<file path="src/rtl/nco_seq_ctrl.sv">
// NCO sequencer: edge-detects register-file control bits and drives phase clear,
// accumulator enable and a req/ack step-load handshake with a sticky timeout flag.
module nco_seq_ctrl #(
    parameter int ACK_TIMEOUT = 16,
    parameter int STEP_W      = 14
) (
    input  logic              clk,
    input  logic              rst,
    input  logic              run_start_i,
    input  logic              run_stop_i,
    input  logic              load_start_i,
    input  logic              load_ready_i,
    input  logic [STEP_W-1:0] freq_step_i,
    input  logic              nco_load_ack_i,
    output logic              nco_en_o,
    output logic              nco_phase_clr_o,
    output logic [STEP_W-1:0] nco_step_o,
    output logic              nco_load_req_o,
    output logic              busy_o,
    output logic              err_o,
    output logic [2:0]        state_o
);

    // States: IDLE=0 stopped | CLR=1 phase clear | RUN=2 accumulating | LD_WAIT=3 await ready | LD_REQ=4 handshake
    typedef enum logic [2:0] {
        S_IDLE    = 3'd0,
        S_CLR     = 3'd1,
        S_RUN     = 3'd2,
        S_LD_WAIT = 3'd3,
        S_LD_REQ  = 3'd4
    } state_t;

    localparam int                CNT_W    = $clog2(ACK_TIMEOUT + 1);
    localparam logic [CNT_W-1:0]  CNT_LOAD = CNT_W'(ACK_TIMEOUT - 1);

    state_t              state_q, state_d;
    logic [3:0]          prev_q;
    logic [3:0]          rise;
    logic [CNT_W-1:0]    cnt_q, cnt_d;
    logic                ral_q, ral_d;
    logic                pend_q, pend_d;
    logic                err_q, err_d;
    logic [STEP_W-1:0]   step_q, step_d;
    logic                en_q, en_d;
    logic                clr_q, clr_d;
    logic                req_q, req_d;
    logic                busy_q, busy_d;

    logic start_rise, stop_rise, load_rise, ready_rise;

    always_comb begin
        rise       = {load_ready_i, load_start_i, run_stop_i, run_start_i} & ~prev_q;
        start_rise = rise[0];
        stop_rise  = rise[1];
        load_rise  = rise[2];
        ready_rise = rise[3];
    end

    always_comb begin
        state_d = state_q;
        cnt_d   = cnt_q;
        ral_d   = ral_q;
        pend_d  = pend_q;
        err_d   = err_q;
        step_d  = step_q;
        case (state_q)
            S_IDLE: begin
                if (start_rise) begin
                    state_d = S_CLR;
                end else if (load_rise) begin
                    state_d = S_LD_WAIT;
                    ral_d   = 1'b0;
                    err_d   = 1'b0;
                end
            end
            S_CLR: state_d = S_RUN;
            S_RUN: begin
                if (stop_rise) begin
                    state_d = S_IDLE;
                end else if (load_rise) begin
                    state_d = S_LD_WAIT;
                    ral_d   = 1'b1;
                    err_d   = 1'b0;
                end
            end
            S_LD_WAIT: begin
                if (stop_rise) begin
                    state_d = S_IDLE;
                end else if (ready_rise) begin
                    state_d = S_LD_REQ;
                    step_d  = freq_step_i;
                    cnt_d   = CNT_LOAD;
                    pend_d  = 1'b0;
                end
            end
            S_LD_REQ: begin
                // A stop seen during the handshake only redirects the exit.
                if (nco_load_ack_i || cnt_q == '0) begin
                    if (!nco_load_ack_i) err_d = 1'b1;
                    state_d = (ral_q && !pend_q && !stop_rise) ? S_RUN : S_IDLE;
                    pend_d  = 1'b0;
                end else begin
                    cnt_d = cnt_q - 1'b1;
                    if (stop_rise) pend_d = 1'b1;
                end
            end
            default: state_d = S_IDLE;
        endcase

        clr_d  = (state_d == S_CLR);
        req_d  = (state_d == S_LD_REQ);
        busy_d = (state_d == S_CLR) || (state_d == S_LD_WAIT) || (state_d == S_LD_REQ);
        en_d   = (state_d == S_RUN) ||
                 (((state_d == S_LD_WAIT) || (state_d == S_LD_REQ)) && ral_d);
    end

    always_ff @(posedge clk) begin
        if (rst) begin
            state_q <= S_IDLE;
            prev_q  <= '0;
            cnt_q   <= '0;
            ral_q   <= 1'b0;
            pend_q  <= 1'b0;
            err_q   <= 1'b0;
            step_q  <= '0;
            en_q    <= 1'b0;
            clr_q   <= 1'b0;
            req_q   <= 1'b0;
            busy_q  <= 1'b0;
        end else begin
            state_q <= state_d;
            prev_q  <= {load_ready_i, load_start_i, run_stop_i, run_start_i};
            cnt_q   <= cnt_d;
            ral_q   <= ral_d;
            pend_q  <= pend_d;
            err_q   <= err_d;
            step_q  <= step_d;
            en_q    <= en_d;
            clr_q   <= clr_d;
            req_q   <= req_d;
            busy_q  <= busy_d;
        end
    end

    assign nco_en_o        = en_q;
    assign nco_phase_clr_o = clr_q;
    assign nco_step_o      = step_q;
    assign nco_load_req_o  = req_q;
    assign busy_o          = busy_q;
    assign err_o           = err_q;
    assign state_o         = state_q;

endmodule

</file>
<file path="config.mk">
export PLATFORM = sky130hd
export DESIGN_NAME = nco_seq_ctrl
export DESIGN_NICKNAME = d
export VERILOG_FILES = /design/src/rtl/nco_seq_ctrl.sv
export SDC_FILE = /design/constraint.sdc
export NUM_CORES = 1
export LEC_CHECK = 0
export CORE_ASPECT_RATIO = 1.4
export CORE_MARGIN = 2
export CORE_UTILIZATION = 40
export DETAILED_ROUTE_END_ITERATION = 8
export GPL_ROUTABILITY_DRIVEN = 0
export PLACE_DENSITY = 0.71
export SYNTH_ARGS = -nofsm -noshare
export SYNTH_HDL_FRONTEND = slang
export SYNTH_SLANG_ARGS = --single-unit
</file>
<file path="constraint.sdc">
create_clock -name clk -period 3.1 [get_ports clk]
set_input_delay 0.62 -clock clk [delete_from_list [all_inputs] [get_ports clk]]
set_output_delay 0.62 -clock clk [all_outputs]
set_load 0.01 [all_outputs]
</file>
==> metrics.cfg, run 1 <==
[status]
status = finished clean

[global_routing]
grt_usage = 0.190
grt_max_degree = 19
antenna_found_initial = 0
grt_pass1_vias = 1168
grt_remaining_overflow = 0
grt_pass1_wl_um = 5140

[floorplan]
start_util = 0.417
io_pins = 43
die_w_um = 52.2
rows = 24
die_h_um = 71.5
die_area_sq_um = 3740
core_sq_um = 3120

[drt]
viasPerCell = 5.18
drc_errors = 0
drt-pass1-iter-count = 4
via_count = 1197
wire_per_inst_um = 13.8
wirelength_um = 3200
drt-initial-drc-count = 27
postRouteAntennaNets = 0

[clock_tree]
cts_tree = done
clkTransAtPathRegs_ns = 0.07
post_cts_buffers = 0
ctsResizeCount = 0
cts_buffers = 5
htreeDepth = 2
clkSinkCount = 33
clockBufferDepth = 2
clockRootBuffer = clkbuf_8
cts_hold_buf = 0
clk_latency_ns = 0.29

[yosys]
yosysMostFrequentCell = dfxtp_1
ys.flop_type = dfxtp_1
ys_top_cells_by_count = dfxtp_1 (33), nand2_1 (30), a21oi_1 (21)
ys_ff_latch = 33
yosysTopAreaCell = dfxtp_1
synth_top_cell_area_share = 0.507
yosys_warnings = 0
postSynthAreaPerCell_sq_um = 8.80
yosys-top-cells-area = dfxtp_1 (51%), nand2_1 (8.6%), a21oi_1 (8.1%)
synthCells = 148
synth_edf_count = 0
yosysSeqAreaShare = 0.507
synth_cell_types = 36
synthArstFlopShare = 0
synth.cell_area_sq_um = 1300
synth_fp_nets = 171

[sta]
timing.hold.ws_ns = 0.463
setup_viol = 0
fmax_mhz = 469
rsz0062_at_grt = no
tightest_slew_ns = 0.678
period_share = 0.688
fin_setup_tns_ns = 0
final_max_slew_viol_count = 0
relSlewSlack = 0.545
fin_crit_ns = 2.13
hold_violations = 0
fin_skew_ns = 0.00706

[pwr]
fin_total_pwr_uw = 872
p_leak_uw = 0.000652
powerDensity_nw_per_um2 = 473
vdd_drop_max_mv = 0.287

[critical_path]
cp.arrival_ns = 2.32
reg2reg_to = nco_phase_clr_o
crit_path_max_fanout = 17
critPathKind = in2reg
r2r-start = cnt_q[0]
worst_ep_required_time_ns = 3.29
ff2ff_path_depth = 6
startpoint = run_stop_i
worstSetupEndpointType = flip-flop
regToRegSetupSlack_ns = 1.11
start_kind = input port

[finish]
finalNetCount = 214
area_growth_pct = 41.4
stdcell_area_sq_um = 1840
diodes = 0
drive_above_1_share = 0.0781

[min_path]
hold_path_depth = 2
holdPathEnd = nco_step_o[13]
min_path_type = reg2reg
min-delay-start = nco_step_o[13]

[job]
maxCapViolCount = 0

[placement]
port_buffers = 42
placed_area_sq_um = 1760
dp_hpwl_um = 2300

==> kinds of logic (layout without fill, tap and decap cells) <==
group                      Yosys count  after routing  share of synthesized area
buffers and inverters               11             55                     0.0327
adders and majority gates            2              2                     0.0192
and+or+nand+nor                     64             64                      0.255
AOI/OAI and AO/OA                   37             37                      0.179
muxes                                1              1                    0.00769
DFF                                 33             33                      0.507
==> sequential cells by signal (all words and copies together) (netlist names) <==
signal / cells
busy_o: 1
cnt_q: 5
err_o: 1
nco_en_o: 1
nco_load_req_o: 1
nco_phase_clr_o: 1
nco_step_o: 14
pend_q: 1
prev_q: 4
ral_q: 1
state_o: 3
==> routing by layer <==
metal	track usage	part of all wire	vias up
li1	-	-	599
met1	0.201	0.40	551
met2	0.323	0.52	38
met3	0.0583	0.056	9
met4	0.111	0.024	0
met5	0	0	-
==> layout by cell type (no fill, tap or decap), types with 2 or more instances in the layout <==
cell type,count
clkdlybuf4s50_1,42
a21oi_1,21
buf_4,2
or2_2,2
clkinv_2,2
nand3b_1,3
inv_1,3
nor2_1,3
dfxtp_1,33
nand2b_1,5
a311oi_1,2
nand2_1,30
ha_1,2
or3_1,2
a211oi_1,3
nor2b_1,6
clkbuf_8,5
nor3_1,5
==> final cells by class <==
class / count / area, sq um
clock buffer: 5 / 68.8
sequential: 33 / 661
inverter: 3 / 11.3
multi-input combinational: 104 / 599
tap: 39 / 48.8
clock inverter: 3 / 17.5
fill: 315 / 1280
timing repair buffer: 44 / 435
==> stage by stage <==
stage | std cells | worst slack (ns) | utilization
after floorplan | 148 | 1.29 | -
after global placement | 223 | 0.825 | 0.562
after detailed placement | 223 | 0.682 | 0.562
after CTS | 231 | 0.950 | 0.590
after global routing | 231 | 0.859 | 0.590
final | 231 | 0.968 | 0.590
==> report_power, final <==
part	internal, uW	leakage [uW]	switching, uW
clock	155	0.0000439	161
sequential	438	0.000268	10.1
combinational	62.1	0.000340	46.2
total	655	0.000652	217
==> worst max-delay path: stages <==
cell and delay (ns):
clkdlybuf4s50_1 0.43, nand2b_1 0.26, and3b_1 0.59, a211oi_1 0.12, a311oi_1 0.30
==> how the worst max path moves through the flow <==
stage | end | cells after the start
3_5_place_dp | cnt_q[2] | 5
4_1_cts | cnt_q[2] | 5
3_3_place_gp | cnt_q[2] | 5
2_1_floorplan | nco_step_o[13] | 7
5_1_grt | cnt_q[2] | 5
6_report | cnt_q[2] | 5
Note: power is estimated with default switching activity, not from simulation.
==> run 2: changes to the inputs <==
==> constraint.sdc (replaced) <==
create_clock -name clk -period 2.2 [get_ports clk]
set_input_delay 0.44 -clock clk [delete_from_list [all_inputs] [get_ports clk]]
set_output_delay 0.44 -clock clk [all_outputs]
set_load 0.01 [all_outputs]
==> run 2 against run 1 <==
Against the previous run:
- utilization is 1.2 points higher
- register-to-register slack worse by 0.82 ns
- largest power group unchanged
- via count is 1.2% higher
- final area is 2.0% higher
- count of clock-buffer cells in the layout is 2 higher
- sequential cell count stayed put
- worst setup slack worse by 0.68 ns
==> metrics.cfg, run 2 (synthesized netlist as in run 1, its figures left out) <==
[global_routing]
grt_usage = 0.196  ; +0.00652
grt_remaining_overflow = 0  ; unchanged
grt_pass1_wl_um = 5380  ; +4.7%
grt_max_degree = 14  ; -5
grt_pass1_vias = 1233  ; +5.6%
antenna_found_initial = 0  ; unchanged

[finish]
stdcell_area_sq_um = 1880  ; +2.0%
finalNetCount = 219  ; +2.3%
final_common_cell = clkdlybuf4s50_1
drive_above_1_share = 0.0918  ; +0.0137
diodes = 0  ; unchanged
final_cell_mix = clkdlybuf4s50_1 (42), dfxtp_1 (33), nand2_1 (30), a21oi_1 (21), buf_4 (7)
multi_input_area_sq_um = 599  ; unchanged
fillers = 304  ; -3.5%
area_growth_pct = 44.3
regArea_sq_um = 661  ; unchanged
largest_register_ffs = 14  ; unchanged

[clock_tree]
clkTransAtPathRegs_ns = 0.06  ; about the same
clk_latency_ns = 0.28  ; about the same
htreeDepth = 2  ; unchanged
cts_hold_buf = 0  ; unchanged
clockRootBuffer = clkbuf_8
clockBufferDepth = 2  ; unchanged
post_cts_buffers = 0  ; unchanged
ctsResizeCount = 0  ; unchanged
clkSinkCount = 33  ; unchanged
cts_buffers = 5  ; unchanged
cts_tree = done

[critical_path]
cp.arrival_ns = 2.07  ; -0.25 ns
regToRegSetupSlack_ns = 0.29  ; -0.82 ns
crit_path_top_delay_cell = nor4b_1
r2r-start = cnt_q[0]
worst-path-buf-inv = 1  ; unchanged
start_kind = flip-flop
crit_family = simple AND/OR/NAND/NOR gates
crit_path_max_fanout = 7  ; -10
cpPeakStageDelay_ns = 0.42  ; -0.17 ns
reg2reg_to = nco_phase_clr_o
critPathKind = reg2reg
worst_ep_required_time_ns = 2.36  ; -0.93 ns
worstPathCellList = inv_1 -> ha_1 -> nor4b_1 -> or3_1 -> nand2_1 -> a2111oi_0
worstSetupEndpointType = flip-flop
ff2ff_path_depth = 6  ; unchanged

[sta]
fin_crit_ns = 1.91
relSlewSlack = 0.669  ; +0.125
fmax_mhz = 524
final_max_slew_viol_count = 0  ; unchanged
tightest_slew_ns = 0.489  ; -0.189 ns
fin_setup_tns_ns = 0  ; unchanged
hold_violations = 0  ; unchanged
period_share = 0.868
setup_viol = 0  ; unchanged
timing.hold.ws_ns = 0.457  ; -0.00535 ns
rsz0062_at_grt = no
fin_skew_ns = 0.00293  ; -0.00414 ns

[pwr]
power.switching_uw = 274  ; +26%
p_sw_frac = 0.222  ; -0.0266
p_comb_frac = 0.130  ; +0.006
p_clk_frac = 0.360  ; -0.002
p_int_uw = 957  ; +46%
p_seq_frac = 0.510  ; -0.004
p_leak_uw = 0.000678  ; +4.1%
vdd_drop_max_mv = 0.375  ; +31%
powerDensity_nw_per_um2 = 655  ; +38%

[status]
status = finished clean

[min_path]
holdPathEnd = nco_step_o[6]
hold_path_depth = 2  ; unchanged
min_path_type = reg2reg
min-delay-start = nco_step_o[6]

[drt]
via_count = 1211  ; +1.2%
drt-initial-drc-count = 23  ; -15%
wire_per_inst_um = 13.4  ; -3.0%
viasPerCell = 5.15  ; -0.55%
drt-pass1-iter-count = 4  ; unchanged
wirelength_um = 3160  ; -1.3%
postRouteAntennaNets = 0  ; unchanged
drc_errors = 0  ; unchanged

[floorplan]
io_pins = 43  ; unchanged
start_util = 0.417  ; unchanged
die_h_um = 71.5  ; unchanged
die_w_um = 52.2  ; unchanged
die_area_sq_um = 3740  ; unchanged
core_sq_um = 3120  ; unchanged
rows = 24  ; unchanged

[placement]
dp_hpwl_um = 2470  ; +7.5%
placed_area_sq_um = 1790  ; +2.1%
port_buffers = 42  ; unchanged

[job]
maxCapViolCount = 0  ; unchanged

## run 2: area by class of cell
cell class | count | share of cell area
multi-input combinational | 104 | 0.319
clock buffer | 7 | 0.0459
sequential | 33 | 0.352
inverter | 3 | 0.00599
timing repair buffer | 49 | 0.252
tap | 39 | 0.0260
## run 2: through the flow
stage | utilization | cells | setup slack [ns] | total power, uW
6_report | 0.602 | 235 | 0.290 | 1230
5_1_grt | 0.602 | 235 | 0.0761 | 1290
4_1_cts | 0.602 | 235 | 0.281 | 1240
3_5_place_dp | 0.574 | 228 | 0.154 | 801
3_3_place_gp | 0.574 | 228 | 0.215 | 797
2_1_floorplan | - | 148 | 0.424 | 713
## run 2: worst max-delay path by stage
stage | depth (start not counted) | slack (ns) | endpoint | start
finish | 6 | 0.29 | nco_phase_clr_o | cnt_q[0]
global route | 6 | 0.08 | nco_phase_clr_o | cnt_q[0]
CTS | 6 | 0.28 | cnt_q[4] | cnt_q[0]
detailed placement | 4 | 0.15 | cnt_q[4] | nco_load_ack_i
global placement | 5 | 0.21 | nco_phase_clr_o | load_start_i
floorplan | 5 | 0.42 | cnt_q[4] | state_o[2]
## run 2: worst reg2reg max path: cells and delay by family, from the launching register on
family	cells	cell delay [ns]
AOI/OAI and AO/OA	1	0.34
adders and majority gates	1	0.14
and+or+nand+nor	3	0.87
buffers and inverters	1	0.09
DFF	1	0.34
## run 2: power by group through the flow
stage	Sequential [uW]	Combinational, uW	Clock, uW
2_1_floorplan	649	64.1	0
3_3_place_gp	641	157	0
3_5_place_dp	641	161	0
4_1_cts	628	161	455
5_1_grt	630	176	484
6_report	628	160	443
## run 2: per-layer routing
layer / vias to the layer above / track usage / wire (um)
li1: 607 / - / -
met1: 555 / 0.189 / 1170
met2: 42 / 0.354 / 1700
met3: 7 / 0.0813 / 234
met4: 0 / 0.0855 / 55
met5: - / 0 / 0
==> run 3: changes to the inputs <==
--- a/config.mk
+++ b/config.mk
@@ -5,7 +5,7 @@
 export SDC_FILE = /design/constraint.sdc
 export NUM_CORES = 1
 export LEC_CHECK = 0
-export CORE_ASPECT_RATIO = 1.4
+export CORE_ASPECT_RATIO = 0.6
 export CORE_MARGIN = 2
 export CORE_UTILIZATION = 40
 export DETAILED_ROUTE_END_ITERATION = 8
==> run 3 against run 2 <==
Against the previous run:
- sequential share of layout area down 0.35 points
- non-clock buffer count down 2
- clock skew grew 0.0056 ns
==> metrics.cfg, run 3 (synthesized netlist as in run 1, its figures left out) <==
[finish]
final_cell_mix = clkdlybuf4s50_1 (42), dfxtp_1 (33), nand2_1 (30), a21oi_1 (21)
finalNetCount = 217  ; -0.91%
largest_register_ffs = 14  ; unchanged
drive_above_1_share = 0.0872  ; -0.00466
diodes = 0  ; unchanged
final_common_cell = clkdlybuf4s50_1
area_growth_pct = 45.7

[critical_path]
cp.arrival_ns = 2.14  ; +0.07 ns
worstPathCellList = inv_1 -> ha_1 -> nor4b_1 -> or3_1 -> nand2_1 -> a2111oi_0
cpPeakStageDelay_ns = 0.42  ; about the same
crit_family = simple AND/OR/NAND/NOR gates
worst_ep_required_time_ns = 2.35  ; about the same
crit_path_max_fanout = 7  ; unchanged
regToRegSetupSlack_ns = 0.22  ; -0.07 ns
crit_path_top_delay_cell = nor4b_1
worst-path-buf-inv = 1  ; unchanged
worstSetupEndpointType = flip-flop
critPathKind = reg2reg
start_kind = flip-flop

[placement]
port_buffers = 42  ; unchanged
dp_hpwl_um = 2450  ; -0.58%

[pwr]
power.switching_uw = 297  ; +8.6%
p_int_uw = 1080  ; +13%
powerDensity_nw_per_um2 = 724  ; +11%
p_comb_frac = 0.116  ; -0.014
p_seq_frac = 0.458  ; -0.052
fin_total_pwr_uw = 1370  ; +12%
vdd_drop_max_mv = 0.463  ; +24%
p_leak_uw = 0.000682  ; +0.57%
p_clk_frac = 0.426  ; +0.066
p_sw_frac = 0.216  ; -0.00599

[sta]
period_share = 0.901  ; +0.0333
rsz0062_at_grt = no
setup_viol = 0  ; unchanged
relSlewSlack = 0.672  ; +0.00284
fin_skew_ns = 0.00849  ; +0.00556 ns
tightest_slew_ns = 0.485  ; -0.00420 ns
final_max_slew_viol_count = 0  ; unchanged
fmax_mhz = 504  ; -3.7%
hold_violations = 0  ; unchanged
fin_crit_ns = 1.98  ; +0.0732 ns
fin_setup_tns_ns = 0  ; unchanged

[global_routing]
grt_max_degree = 25  ; +11
grt_pass1_wl_um = 5220  ; -3.0%
grt_remaining_overflow = 0  ; unchanged
grt_usage = 0.191  ; -0.00537
antenna_found_initial = 0  ; unchanged
grt_pass1_vias = 1084  ; -12%

[floorplan]
die_w_um = 77.7  ; +49%
core_sq_um = 2980  ; -4.4%
die_area_sq_um = 3740  ; +0.23%
start_util = 0.436  ; +0.0194
die_h_um = 48.2  ; -33%
io_pins = 43  ; unchanged
rows = 15  ; -38%

[clock_tree]
ctsResizeCount = 0  ; unchanged
clkSinkCount = 33  ; unchanged
cts_tree = done
post_cts_buffers = 0  ; unchanged
clkTransAtPathRegs_ns = 0.07  ; about the same
clk_latency_ns = 0.29  ; about the same
cts_hold_buf = 0  ; unchanged
clockBufferDepth = 2  ; unchanged
cts_buffers = 5  ; unchanged
htreeDepth = 2  ; unchanged
clockRootBuffer = clkbuf_8

[min_path]
min_path_type = reg2reg

[drt]
via_count = 1206  ; -0.41%
viasPerCell = 5.09  ; -1.3%
drt-pass1-iter-count = 4  ; unchanged
drt-initial-drc-count = 93  ; +300%
postRouteAntennaNets = 0  ; unchanged
wirelength_um = 3250  ; +3.0%
drc_errors = 0  ; unchanged
wire_per_inst_um = 13.7  ; +2.2%

[job]
maxCapViolCount = 0  ; unchanged

[status]
status = finished clean

==> run 3: cell count changes in the layout (fill, tap and decap cells not counted), sizes merged <==
| cell | before | now |
|---|---|---|
| buf | 7 | 5 |
| bufinv | 0 | 1 |
==> run 3: area by class of cell <==
| type | instances | area [sq um] |
|---|---|---|
| well taps | 42 | 52.6 |
| clock inverters | 1 | 30.0 |
| inverters | 3 | 11.3 |
| clock buffers | 7 | 86.3 |
| repair buffers | 47 | 458 |
| flip-flops and latches | 33 | 661 |
| multi-input cells | 104 | 599 |
| fillers | 228 | 1090 |
==> run 3: routing by layer <==
metal / global-route usage / routed length, um / up-vias
li1: - / - / 608
met1: 0.256 / 1560 / 559
met2: 0.297 / 1490 / 36
met3: 0.0611 / 181 / 3
met4: 0.0750 / 24 / 0
met5: 0 / 0 / -
==> run 3: metrics by stage <==
stage	setup WS, ns	utilization	std cells	hold WS, ns	area [sq um]
2_1_floorplan	0.424	-	148	0.456	1300
3_3_place_gp	0.219	0.597	229	0.442	1780
3_5_place_dp	0.115	0.597	229	0.448	1780
4_1_cts	0.214	0.636	237	0.457	1900
5_1_grt	0.104	0.636	237	0.476	1900
6_report	0.217	0.636	237	0.455	1900
==> run 3: final timing paths <==
kind	to	cells past startpoint	from
min reg2reg	nco_step_o[6]	2	nco_step_o[6]
min	nco_step_o[6]	2	nco_step_o[6]
max reg2reg	nco_phase_clr_o	6	cnt_q[0]
max	nco_phase_clr_o	6	cnt_q[0]
==> run 3: power by group through the flow <==
stage,Combinational [uW],Clock [uW],Sequential [uW]
after global routing,174,623,631
after CTS,160,598,629
final,160,585,629
after detailed placement,159,0,642
after global placement,156,0,642
after floorplan,64.1,0,649
==> run 3: tightest hold or removal path: cells and delay by family (launching register included) <==
kind / cells / cell delay, ns
compound gates: 1 / 0.05
flops: 1 / 0.31
simple gates: 1 / 0.05
